$ cat src/rtl/cobs_frame_decoder.sv
// COBS frame decoder: strips 0x00 delimiters, restores substituted zeros and emits AXI-Stream payload bytes with tlast/tuser.
// Optional statistics counters are built only when COBS_FRAME_DECODER_STATS_EN is defined.
module cobs_frame_decoder #(
  parameter int COUNT_WIDTH = 16
) (
  input  logic                   clk,
  input  logic                   reset_n,
  input  logic [7:0]             s_axis_tdata,
  input  logic                   s_axis_tvalid,
  output logic                   s_axis_tready,
  output logic [7:0]             m_axis_tdata,
  output logic                   m_axis_tvalid,
  input  logic                   m_axis_tready,
  output logic                   m_axis_tlast,
  output logic                   m_axis_tuser,
  output logic                   decode_error,
  output logic [COUNT_WIDTH-1:0] frame_count,
  output logic [COUNT_WIDTH-1:0] error_count
);

  typedef enum logic {
    WAIT_CODE = 1'b0,
    DATA      = 1'b1
  } state_t;

  state_t     r_state;
  logic       r_run;
  logic [7:0] r_hold_data;
  logic       r_hold_valid;
  logic [7:0] r_remaining;
  logic       r_pending_zero;
  logic       r_is_ff;
  logic       r_in_frame;
  logic [7:0] r_m_tdata;
  logic       r_m_tvalid;
  logic       r_m_tlast;
  logic       r_m_tuser;
  logic       r_decode_error;

  logic       w_accept;
  logic       w_push;
  logic [7:0] w_push_data;
  logic       w_eof;
  logic       w_err;
  logic       w_end;

  // r_run keeps the input closed while reset is held and for the first edge after it.
  assign s_axis_tready = r_run && (!r_m_tvalid || m_axis_tready);
  assign w_accept      = s_axis_tvalid && s_axis_tready;

  // NOTE: every output of an always_comb gets a default first, otherwise a latch is inferred.
  always_comb begin
    w_push      = 1'b0;
    w_push_data = s_axis_tdata;
    w_eof       = 1'b0;
    w_err       = 1'b0;
    if (w_accept) begin
      case (r_state)
        WAIT_CODE: begin
          if (s_axis_tdata == 8'h00) begin
            w_eof = r_in_frame;
          end else if (r_pending_zero) begin
            w_push      = 1'b1;
            w_push_data = 8'h00;
          end
        end
        DATA: begin
          if (s_axis_tdata != 8'h00) w_push = 1'b1;
          else                       w_err  = 1'b1;
        end
        default: ;
      endcase
    end
  end

  assign w_end = w_eof || w_err;

  // NOTE: sequential state uses non-blocking assignments so every register samples pre-edge values.
  always_ff @(posedge clk or negedge reset_n) begin
    if (!reset_n) begin
      // NOTE: the hold byte is reset too; it is a single register, not a memory, so this is cheap and keeps outputs deterministic.
      r_state        <= WAIT_CODE;
      r_run          <= 1'b0;
      r_hold_data    <= 8'h00;
      r_hold_valid   <= 1'b0;
      r_remaining    <= 8'h00;
      r_pending_zero <= 1'b0;
      r_is_ff        <= 1'b0;
      r_in_frame     <= 1'b0;
      r_m_tdata      <= 8'h00;
      r_m_tvalid     <= 1'b0;
      r_m_tlast      <= 1'b0;
      r_m_tuser      <= 1'b0;
      r_decode_error <= 1'b0;
    end else begin
      r_run          <= 1'b1;
      r_decode_error <= w_err;

      // The output register is free whenever a byte is accepted, so it is never overwritten while stalled.
      if (w_push && r_hold_valid) begin
        r_m_tdata  <= r_hold_data;
        r_m_tlast  <= 1'b0;
        r_m_tuser  <= 1'b0;
        r_m_tvalid <= 1'b1;
      end else if (w_end && r_hold_valid) begin
        r_m_tdata  <= r_hold_data;
        r_m_tlast  <= 1'b1;
        r_m_tuser  <= w_err;
        r_m_tvalid <= 1'b1;
      end else if (m_axis_tready) begin
        r_m_tvalid <= 1'b0;
      end

      if (w_push) begin
        r_hold_data  <= w_push_data;
        r_hold_valid <= 1'b1;
      end else if (w_end) begin
        r_hold_valid <= 1'b0;
      end

      if (w_accept) begin
        case (r_state)
          WAIT_CODE: begin
            if (s_axis_tdata != 8'h00) begin
              r_in_frame  <= 1'b1;
              r_remaining <= s_axis_tdata - 8'd1;
              r_is_ff     <= (s_axis_tdata == 8'hFF);
              if (s_axis_tdata > 8'd1) begin
                r_state        <= DATA;
                r_pending_zero <= 1'b0;
              end else begin
                r_pending_zero <= 1'b1;
              end
            end else if (r_in_frame) begin
              // The implicit zero of the last group is the frame's trailing zero and is dropped.
              r_pending_zero <= 1'b0;
              r_in_frame     <= 1'b0;
            end
          end
          DATA: begin
            if (s_axis_tdata != 8'h00) begin
              r_remaining <= r_remaining - 8'd1;
              if (r_remaining == 8'd1) begin
                r_state        <= WAIT_CODE;
                r_pending_zero <= !r_is_ff;
              end
            end else begin
              r_state        <= WAIT_CODE;
              r_pending_zero <= 1'b0;
              r_in_frame     <= 1'b0;
            end
          end
          default: r_state <= WAIT_CODE;
        endcase
      end
    end
  end

  assign m_axis_tdata  = r_m_tdata;
  assign m_axis_tvalid = r_m_tvalid;
  assign m_axis_tlast  = r_m_tlast;
  assign m_axis_tuser  = r_m_tuser;
  assign decode_error  = r_decode_error;

`ifdef COBS_FRAME_DECODER_STATS_EN
  localparam logic [COUNT_WIDTH-1:0] CNT_ONE = COUNT_WIDTH'(1);

  logic [COUNT_WIDTH-1:0] r_frame_count;
  logic [COUNT_WIDTH-1:0] r_error_count;

  // Truncated frames still terminate a frame, so they count in both statistics.
  always_ff @(posedge clk or negedge reset_n) begin
    if (!reset_n) begin
      r_frame_count <= '0;
      r_error_count <= '0;
    end else begin
      if (w_end && (r_frame_count != '1)) r_frame_count <= r_frame_count + CNT_ONE;
      if (w_err && (r_error_count != '1)) r_error_count <= r_error_count + CNT_ONE;
    end
  end

  assign frame_count = r_frame_count;
  assign error_count = r_error_count;
`else
  assign frame_count = '0;
  assign error_count = '0;
`endif

endmodule
$ cat config.mk
export PLATFORM = sky130hd
export DESIGN_NAME = cobs_frame_decoder
export DESIGN_NICKNAME = d
export VERILOG_FILES = /design/src/rtl/cobs_frame_decoder.sv
export SDC_FILE = /design/constraint.sdc
export NUM_CORES = 1
export LEC_CHECK = 0
export CAP_MARGIN = 20
export CORE_ASPECT_RATIO = 1.1
export CORE_MARGIN = 8
export CORE_UTILIZATION = 49
export CTS_BUF_LIST = sky130_fd_sc_hd__clkbuf_4 sky130_fd_sc_hd__clkbuf_8
export CTS_CLUSTER_SIZE = 12
export DETAILED_ROUTE_END_ITERATION = 10
export PLACE_DENSITY = 0.82
export SYNTH_ARGS = -nofsm -noshare
export SYNTH_HDL_FRONTEND = slang
export SYNTH_SLANG_ARGS = --single-unit
$ cat constraint.sdc
create_clock -name clk -period 1.8 [get_ports clk]
set_input_delay 0.18 -clock clk [delete_from_list [all_inputs] [get_ports clk]]
set_output_delay 0.18 -clock clk [all_outputs]
set_load 0.01 [all_outputs]
# Yosys cells after proc, flatten, opt, wreduce, memory -nomap -nowiden
# Cells that the tools add are included.
dict set report totals {
  input_bits 12
  output_inout_bits 45
  rom_bits 0
  wordCells 83
  latchBits 0
  memories 0
  ram_bits 0
  ff_bits 34
}
dict set report op_classes {
  magnitude_cmp 1
  n_div 0
  multipliers 0
  eq_ne 7
  shift 0
  n_bitwise 1
  n_reduce_logical 17
  addsub 2
  muxes 42
}
# cell count
set ops {}
lappend ops {{8-bit two-way mux} 8}
lappend ops {{1-bit two-way mux} 29}
lappend ops {{8-bit case mux with 2 select lines} 1}
lappend ops {{8-bit by 1-bit subtractor with 8-bit output, second input constant} 2}
lappend ops {{3-bit AND reduction} 3}
lappend ops {{8-bit by 1-bit equality test with 1-bit output, second input constant} 1}
lappend ops {{8-bit equality test, second input constant} 1}
lappend ops {{8-bit by 1-bit greater-than comparator with 1-bit output, second input constant} 1}
lappend ops {{8-bit logical NOT} 1}
lappend ops {{1-bit case mux with 2 select lines} 4}
lappend ops {{8-bit nonzero test} 1}
lappend ops {{1-bit logical AND} 4}
lappend ops {{2-bit inequality test, second input constant} 2}
lappend ops {{2-bit nonzero test} 2}
lappend ops {{3-bit by 2-bit inequality test with 1-bit output, second input constant} 1}
lappend ops {{3-bit inequality test, second input constant} 1}
lappend ops {{3-bit nonzero test} 1}
lappend ops {{1-bit logical NOT} 2}
lappend ops {{1-bit logical OR} 2}
lappend ops {{2-bit by 1-bit inequality test with 1-bit output, second input constant} 1}
lappend ops {{2-bit AND reduction} 1}
lappend ops {{1-bit inverter} 1}

# Longest topological paths before layout
# Gate-level depths: netlist (run 1).
dict set report depth {
  depth_word 9
  ltp_mapped 8
  depth_no_buf 6
}

# Least setup slack after synthesis (run 1)
# Ideal clock, no wire load.
dict set report synth_timing {
  kind {input to register}
  startpoint {input port s_axis_tdata[4]}
  endpoint {register r_m_tdata[1] (netlist: m_axis_tdata[1])}
  required_ps 1675
  setup_time_ps 125
  arrival_time_ps 1675
  n_path_buf 2
  slack_ps 0
  cell_stages 7
  path_cell_list {nor4_4 -> and3_1 -> buf_4 -> nand2_2 -> a311oi_2 -> buf_6 -> mux2_4}
}
dict set report synth_between {
  elab_chain_cells 7
  word_cells_on_any_way 17
  cone_classes {mux (11); reduce/logical (6)}
}
# element line_no
set synth_lines {}
lappend synth_lines {{from (decl)} 8} ;# input logic [7:0] s_axis_tdata,
lappend synth_lines {{8-bit logical NOT or 8-bit nonzero test (tied branches)} {60, 68}}
lappend synth_lines {{1-bit two-way mux, on equally long branches} {60, 68}}
lappend synth_lines {{1-bit two-way mux} 58} ;# case (r_state)
lappend synth_lines {{1-bit two-way mux} 57} ;# if (w_accept) begin
lappend synth_lines {{1-bit logical OR} 76} ;# assign w_end = w_eof || w_err;
lappend synth_lines {{1-bit logical AND} 105} ;# end else if (w_end && r_hold_valid) begin
lappend synth_lines {{2-bit nonzero test (no line)} n/a}
lappend synth_lines {{to (signal assigned)} 101} ;# r_m_tdata <= r_hold_data;
lappend synth_lines {{to (signal assigned)} 106} ;# r_m_tdata <= r_hold_data;
lappend synth_lines {{to (decl)} 34} ;# logic [7:0] r_m_tdata;
# Several ways; a longest one is shown, not always the timed one.
# A chain may end at the register's enable or synchronous reset.

# Final worst setup path (run 1)
dict set report layout_timing {
  startpoint {input port s_axis_tdata[3]}
  endpoint {register r_m_tdata[0] (netlist: m_axis_tdata[0])}
}
# The elaborated chain is that of the path after synthesis.

==> impl_metrics.csv, run 1 <==
group,metric,value,unit
cts,root_buffer,"clkbuf_8",
critical_path,endpoint,"m_axis_tdata[0]",
logic_synthesis,synth_edf_count,0,
routing,first_pass_iters,5,
cts,clock_latency,0.29,ns
logic_synthesis,syn-mean-instance-area,10.1,µm²
cts,htree_num_levels,2,
timing,period_share,95.7,%
logic_synthesis,ys.flop_type,"dfrtp_1",
logic_synthesis,syn_area,2030,µm²
pwr,cellPowerDensity,1160,nW/µm²
critical_path,startpoint,"s_axis_tdata[3]",
critical_path,r2r_slack,0.10,ns
cells_and_area,nFillCells,319,
cells_and_area,design_area,2560,µm²
cells_and_area,antennaDiodeCount,0,
cells_and_area,area_delta_synth_final,26.0,%
die,io_pins,57,
cells_and_area,nNetsFinal,272,
pwr,leakage,1.21,nW
logic_synthesis,synth_area_leaders,"dfrtp_1 (42%), buf_4 (12%), mux2_4 (5.9%)",
routing,drt-vias-per-instance,5.33,
timing,min_period,1.72,ns
routing,vias,1636,
grt,grt_max_degree,35,
die,die_h,83.5,µm
critical_path,crit_path_start_kind,"input port",
grt,antenna_found_initial,0,
die,die_w,77.4,µm
logic_synthesis,synth_cells,201,
critical_path,critPathMaxFanout,5,
cts,holdBufCountCts,0,
cts,cts_buffers,5,
place,place_congestion,0.844,
grt,grt.overflow.total,0,
critical_path,rr_startpoint,"m_axis_tvalid",
logic_synthesis,yosysTopAreaCellShare,41.9,%
cts,clk_pin_slew,0.07,ns
logic_synthesis,synth.most_common_cell,"dfrtp_1",
cts,cts_tree,"yes",
place,port_buffers,24,
pwr,max-vdd-ir-drop,0.627,mV
routing,drc,0,
grt,grt_use_total,15.9,%
logic_synthesis,synth_area_leader_cell,"dfrtp_1",
timing,worst_clock_skew,0.00499,ns
timing,holdWs,0.288,ns
timing,finalSetupViolCount,0,
critical_path,rr_worst_depth,6,
critical_path,crit_arrival,1.90,ns
worst_hold_path,timing.hold.worst.class,"input port to async pin",
timing,fmax,0.581,GHz
logic_synthesis,synth-seq-area-share,41.9,%
routing,wirelength,4980,µm
critical_path,crit_path_end_kind,"flip-flop",
die,core_area,3960,µm²
cells_and_area,drive_gt1_share,25.1,%
place,placed_area,2380,µm²
grt,grt_pass1_vias,1696,
place,hpwlAfterDp,3640,µm
logic_synthesis,ys_warn_count,0,
die,die-area,6460,µm²
cells_and_area,register_area,851,µm²
cts,cts_sinks,34,
logic_synthesis,synth_seq_cells,34,
logic_synthesis,synth.top_cells.by_count,"dfrtp_1 (34), buf_4 (33), a21oi_1 (15), nand2_1 (13)",
routing,drt_iter0_drc,121,
cts,clockBufferDepth,2,
job,drv_cap,0,
timing,slew_violations,0,
logic_synthesis,synth_cell_type_count,43,
critical_path,worstPathRequired,1.98,ns
status,status,"complete, no violations",
cells_and_area,multi_input_area,1010,µm²
timing,hold_viol_final,0,
die,num_rows,24,
critical_path,critical_path_class,"input port to flip-flop",
logic_synthesis,async_reset_ff_share,100,%
critical_path,reg2reg_to,"m_axis_tdata[0]",
timing,rsz0062_at_grt,"no",
routing,wl_per_cell,16.2,µm
grt,grt_pass1_wl,8360,µm
die,start_util,51.2,%
routing,ant_nets,0,
[per-layer routing]
layer / track usage, % / share of wire [%] / vias to the layer above
li1: - / - / 755
met1: 18.2 / 42 / 813
met2: 27.1 / 51 / 60
met3: 4.42 / 5.3 / 8
met4: 6.36 / 1.9 / 0
met5: 0 / 0 / -
[through the flow]
stage	util [%]	instances	setup WS (ns)	setup TNS (ns)	power, W
4_1_cts	64.0	307	0.00673	0	0.00296
5_1_grt	64.5	307	0.00654	0	0.00314
3_3_place_gp	60.1	295	-0.394	-6.87	0.00226
3_5_place_dp	60.1	295	-0.436	-7.89	0.00233
2_1_floorplan	-	232	0.0252	0	0.00189
6_report	64.5	307	0.0776	0	0.00296
[how the worst min path moves through the flow]
stage	cells after the start	startpoint	end
6_report	2	reset_n	r_run
5_1_grt	3	s_axis_tdata[4]	r_hold_data[4]
4_1_cts	2	reset_n	decode_error
3_5_place_dp	1	r_hold_data[5]	r_hold_data[5]
3_3_place_gp	1	r_hold_data[7]	r_hold_data[7]
2_1_floorplan	0	reset_n	decode_error
[flip-flops by register name, indices dropped and copies added, names as in the netlist]
signal          cells
m_axis_tdata        8
r_hold_data         8
r_remaining         8
decode_error        1
m_axis_tlast        1
m_axis_tuser        1
m_axis_tvalid       1
r_hold_valid        1
r_in_frame          1
r_is_ff             1
r_pending_zero      1
r_run               1
r_state             1
[power by group]
part           leakage [nW]  total (W)  internal, W  switching [W]
logic                 0.758    0.00110     0.000592       0.000504
registers             0.404    0.00126      0.00103       0.000228
clock network        0.0517   0.000608     0.000324       0.000285
total                  1.21    0.00296      0.00194        0.00102
[critical path, cell delays in order]
cell	delay (ns)
dlygate4sd2_1	0.26
nor4_4	0.27
and3_4	0.24
nand2_2	0.06
a311oi_4	0.30
buf_12	0.15
buf_12	0.11
mux2_2	0.33
[cell usage in the layout (no fill, tap or decap), types with 7 or more instances in the layout]
master / instances
clkdlybuf4s50_1: 15
mux2_4: 8
o21ai_0: 7
conb_1: 33
nor2_1: 7
dfrtp_1: 34
nand2_1: 13
a21oi_1: 15
buf_4: 26
nor3_1: 7
[repair_timing]
| item | in CTS | in global routing |
|---|---|---|
| gates resized for setup | 15 | 9 |
| pin swaps | 4 | 4 |
| buffers inserted | 4 | 0 |
| setup endpoints to repair | 9 | 11 |
[cell families after synthesis]
family                   Yosys count  synth area share, %
adder cells (fa/ha/maj)            6                 3.70
AND/OR/NAND/NOR                   50                 12.9
XOR/XNOR                           5                 2.16
other                              2                0.370
AO/OA/AOI/OAI                     45                 15.2
multiplexers                      12                 8.08
buffers and inverters             47                 15.7
flip-flops                        34                 41.9
[cell type report]
cell class | instances | share of cell area [%]
clock inverter | 1 | 0.196
inverter | 8 | 1.17
tap | 52 | 2.54
clock buffer | 7 | 3.52
timing repair buffer | 54 | 19.7
sequential | 34 | 33.3
multi-input combinational | 151 | 39.6
Power figures use the tool's default switching activity.
==> run 2, diff against run 1 <==
--- a/config.mk
+++ b/config.mk
@@ -5,12 +5,11 @@
 export SDC_FILE = /design/constraint.sdc
 export NUM_CORES = 1
 export LEC_CHECK = 0
-export CAP_MARGIN = 20
+export CAP_MARGIN = 0
 export CORE_ASPECT_RATIO = 1.1
 export CORE_MARGIN = 8
 export CORE_UTILIZATION = 49
 export CTS_BUF_LIST = sky130_fd_sc_hd__clkbuf_4 sky130_fd_sc_hd__clkbuf_8
-export CTS_CLUSTER_SIZE = 12
 export DETAILED_ROUTE_END_ITERATION = 10
 export PLACE_DENSITY = 0.82
 export SYNTH_ARGS = -nofsm -noshare
==> results of run 2 <==
The final DEF is identical to that of run 1; final timing and power are the same.
==> run 3, diff against run 2 <==
--- a/config.mk
+++ b/config.mk
@@ -8,10 +8,10 @@
 export CAP_MARGIN = 0
 export CORE_ASPECT_RATIO = 1.1
 export CORE_MARGIN = 8
-export CORE_UTILIZATION = 49
+export CORE_UTILIZATION = 53
 export CTS_BUF_LIST = sky130_fd_sc_hd__clkbuf_4 sky130_fd_sc_hd__clkbuf_8
 export DETAILED_ROUTE_END_ITERATION = 10
-export PLACE_DENSITY = 0.82
+export PLACE_DENSITY = 0.87
 export SYNTH_ARGS = -nofsm -noshare
 export SYNTH_HDL_FRONTEND = slang
 export SYNTH_SLANG_ARGS = --single-unit
==> constraint.sdc (replaced) <==
create_clock -name clk -period 2.15 [get_ports clk]
set_input_delay 0.215 -clock clk [delete_from_list [all_inputs] [get_ports clk]]
set_output_delay 0.215 -clock clk [all_outputs]
set_load 0.01 [all_outputs]
==> impl_metrics.csv, run 3 (same netlist as run 1, synthesis figures left out) <==
group,metric,value,unit
die,io_pins,57,
critical_path,critical_path_class,"input port to flip-flop",
place,place_congestion,0.858,
place,hpwlAfterDp,3560,µm
critical_path,worstPathRequired,2.33,ns
cells_and_area,final_common_cell,"dfrtp_1",
place,port_buffers,24,
grt,grt_pass1_wl,7560,µm
critical_path,worst-path-buf-inv,2,
die,core_area,3650,µm²
timing,post-route-worst-setup-slack,0.126,ns
critical_path,slowest_delay,0.46,ns
cts,cts_tree,"yes",
place,placed_area,2340,µm²
place,dp.cells,289,
routing,first_pass_iters,4,
cts,holdBufCountCts,0,
critical_path,endpoint,"m_axis_tdata[0]",
grt,grt_pass1_vias,1646,
timing,slew_violations,0,
cells_and_area,nNetsFinal,264,
cells_and_area,antennaDiodeCount,0,
routing,drc,0,
grt,grt.overflow.total,0,
routing,wl_per_cell,15.6,µm
pwr,cellPowerDensity,1030,nW/µm²
timing,hold_viol_final,0,
critical_path,crit_path_start_kind,"input port",
grt,grt_max_degree,35,
cts,clock_latency,0.29,ns
grt,antenna_found_initial,0,
cts,cts_sinks,34,
cells_and_area,area_delta_synth_final,20.8,%
pwr,leakage,1.13,nW
timing,fmax,0.494,GHz
routing,drt_iter0_drc,91,
cts,htree_num_levels,2,
place,place_ws,-0.167,ns
critical_path,crit_arrival,2.21,ns
die,start_util,55.5,%
cts,clockBufferDepth,2,
cells_and_area,layout.cells.non_filler,297,
critical_path,r2r_slack,0.33,ns
worst_hold_path,timing.hold.worst.class,"input port to async pin",
cells_and_area,design_area,2450,µm²
critical_path,cp.depth,7,
critical_path,crit_path_end_kind,"flip-flop",
routing,drt-met1-wl,1880,µm
routing,route.met3.wl,235,µm
critical_path,critPathTopFamily,"simple AND/OR/NAND/NOR gates",
cts,clk_pin_slew,0.07,ns
die,die_w,75,µm
timing,worst_clock_skew,0.00388,ns
timing,period_share,94.1,%
routing,ant_nets,0,
cells_and_area,drive_gt1_share,19.4,%
routing,wirelength,4630,µm
timing,min_period,2.02,ns
die,num_rows,23,
cts,cts_buffers,5,
grt,grt_use_total,16.5,%
pwr,max-vdd-ir-drop,0.543,mV
critical_path,startpoint,"s_axis_tdata[4]",
routing,drt-vias-per-instance,5.27,
routing,top_layer_used,"met4",
critical_path,crit_chain,"clkdlybuf4s50_1, nor4_4, and3_1, nand2_2, a311oi_2, buf_12, mux2_2",
job,drv_cap,0,
die,die_h,80.9,µm
critical_path,rr_startpoint,"r_state",
routing,met2_length,2430,µm
status,status,"complete, no violations",
timing,finalSetupViolCount,0,
critical_path,critPathMaxFanout,11,
critical_path,rr_worst_depth,4,
critical_path,critPathSlowestCell,"clkdlybuf4s50_1",
timing,holdWs,0.338,ns
cts,post_cts_resized,0,
die,die-area,6070,µm²
critical_path,reg2reg_to,"m_axis_tdata[0]",
pwr,finalPower,0.00252,W
cells_and_area,final_cell_mix,"dfrtp_1 (34), conb_1 (33), clkdlybuf4s50_1 (24), buf_4 (21), a21oi_1 (15)",
routing,vias,1564,
cts,post_cts_buffers,0,
cts,root_buffer,"clkbuf_8",
timing,rsz0062_at_grt,"no",
-- run 3: cell count changes in the layout (fill, tap and decap cells not counted), sizes merged --
cell and delta:
clkdlybuf4s50 +9, buf -8, clkbuf -4, dlygate4sd2 -4
dlymetal6s2s -3, clkinvlp +2, bufinv +1, clkinv -1
-- run 3: final cells by class --
cell class / instances / area [µm²]
fill: 290 / 1200
sequential: 34 / 851
tap: 50 / 62.6
clock buffer: 5 / 68.8
timing repair buffer: 46 / 418
inverter: 8 / 30.0
clock inverter: 3 / 45.0
multi-input combinational: 151 / 977
-- run 3: through the flow --
step	util, %	TNS (ns)
finish	67.1	0
global route	67.1	0
CTS	67.1	0
detailed placement	64.0	-1.20
global placement	64.0	-0.641
floorplan	-	0
-- run 3: worst min-delay path by stage --
stage                           to  cells past startpoint
finish                  r_in_frame                      2
CTS                 r_hold_data[0]                      2
global route            r_in_frame                      2
global placement    r_hold_data[6]                      1
floorplan             decode_error                      0
detailed placement  r_hold_data[5]                      1
-- run 3: power breakdown --
group	switching [W]	internal [W]	total, W
sequential	0.000213	0.000860	0.00107
clock	0.000246	0.000344	0.000590
combinational	0.000380	0.000474	0.000855
-- run 3: layer usage --
layer  vias to the layer above  track usage (%)
met2                        58             28.5
met1                       766             18.1
met5                         -                0
met4                         0             8.43
met3                         8             3.82
li1                        732                -
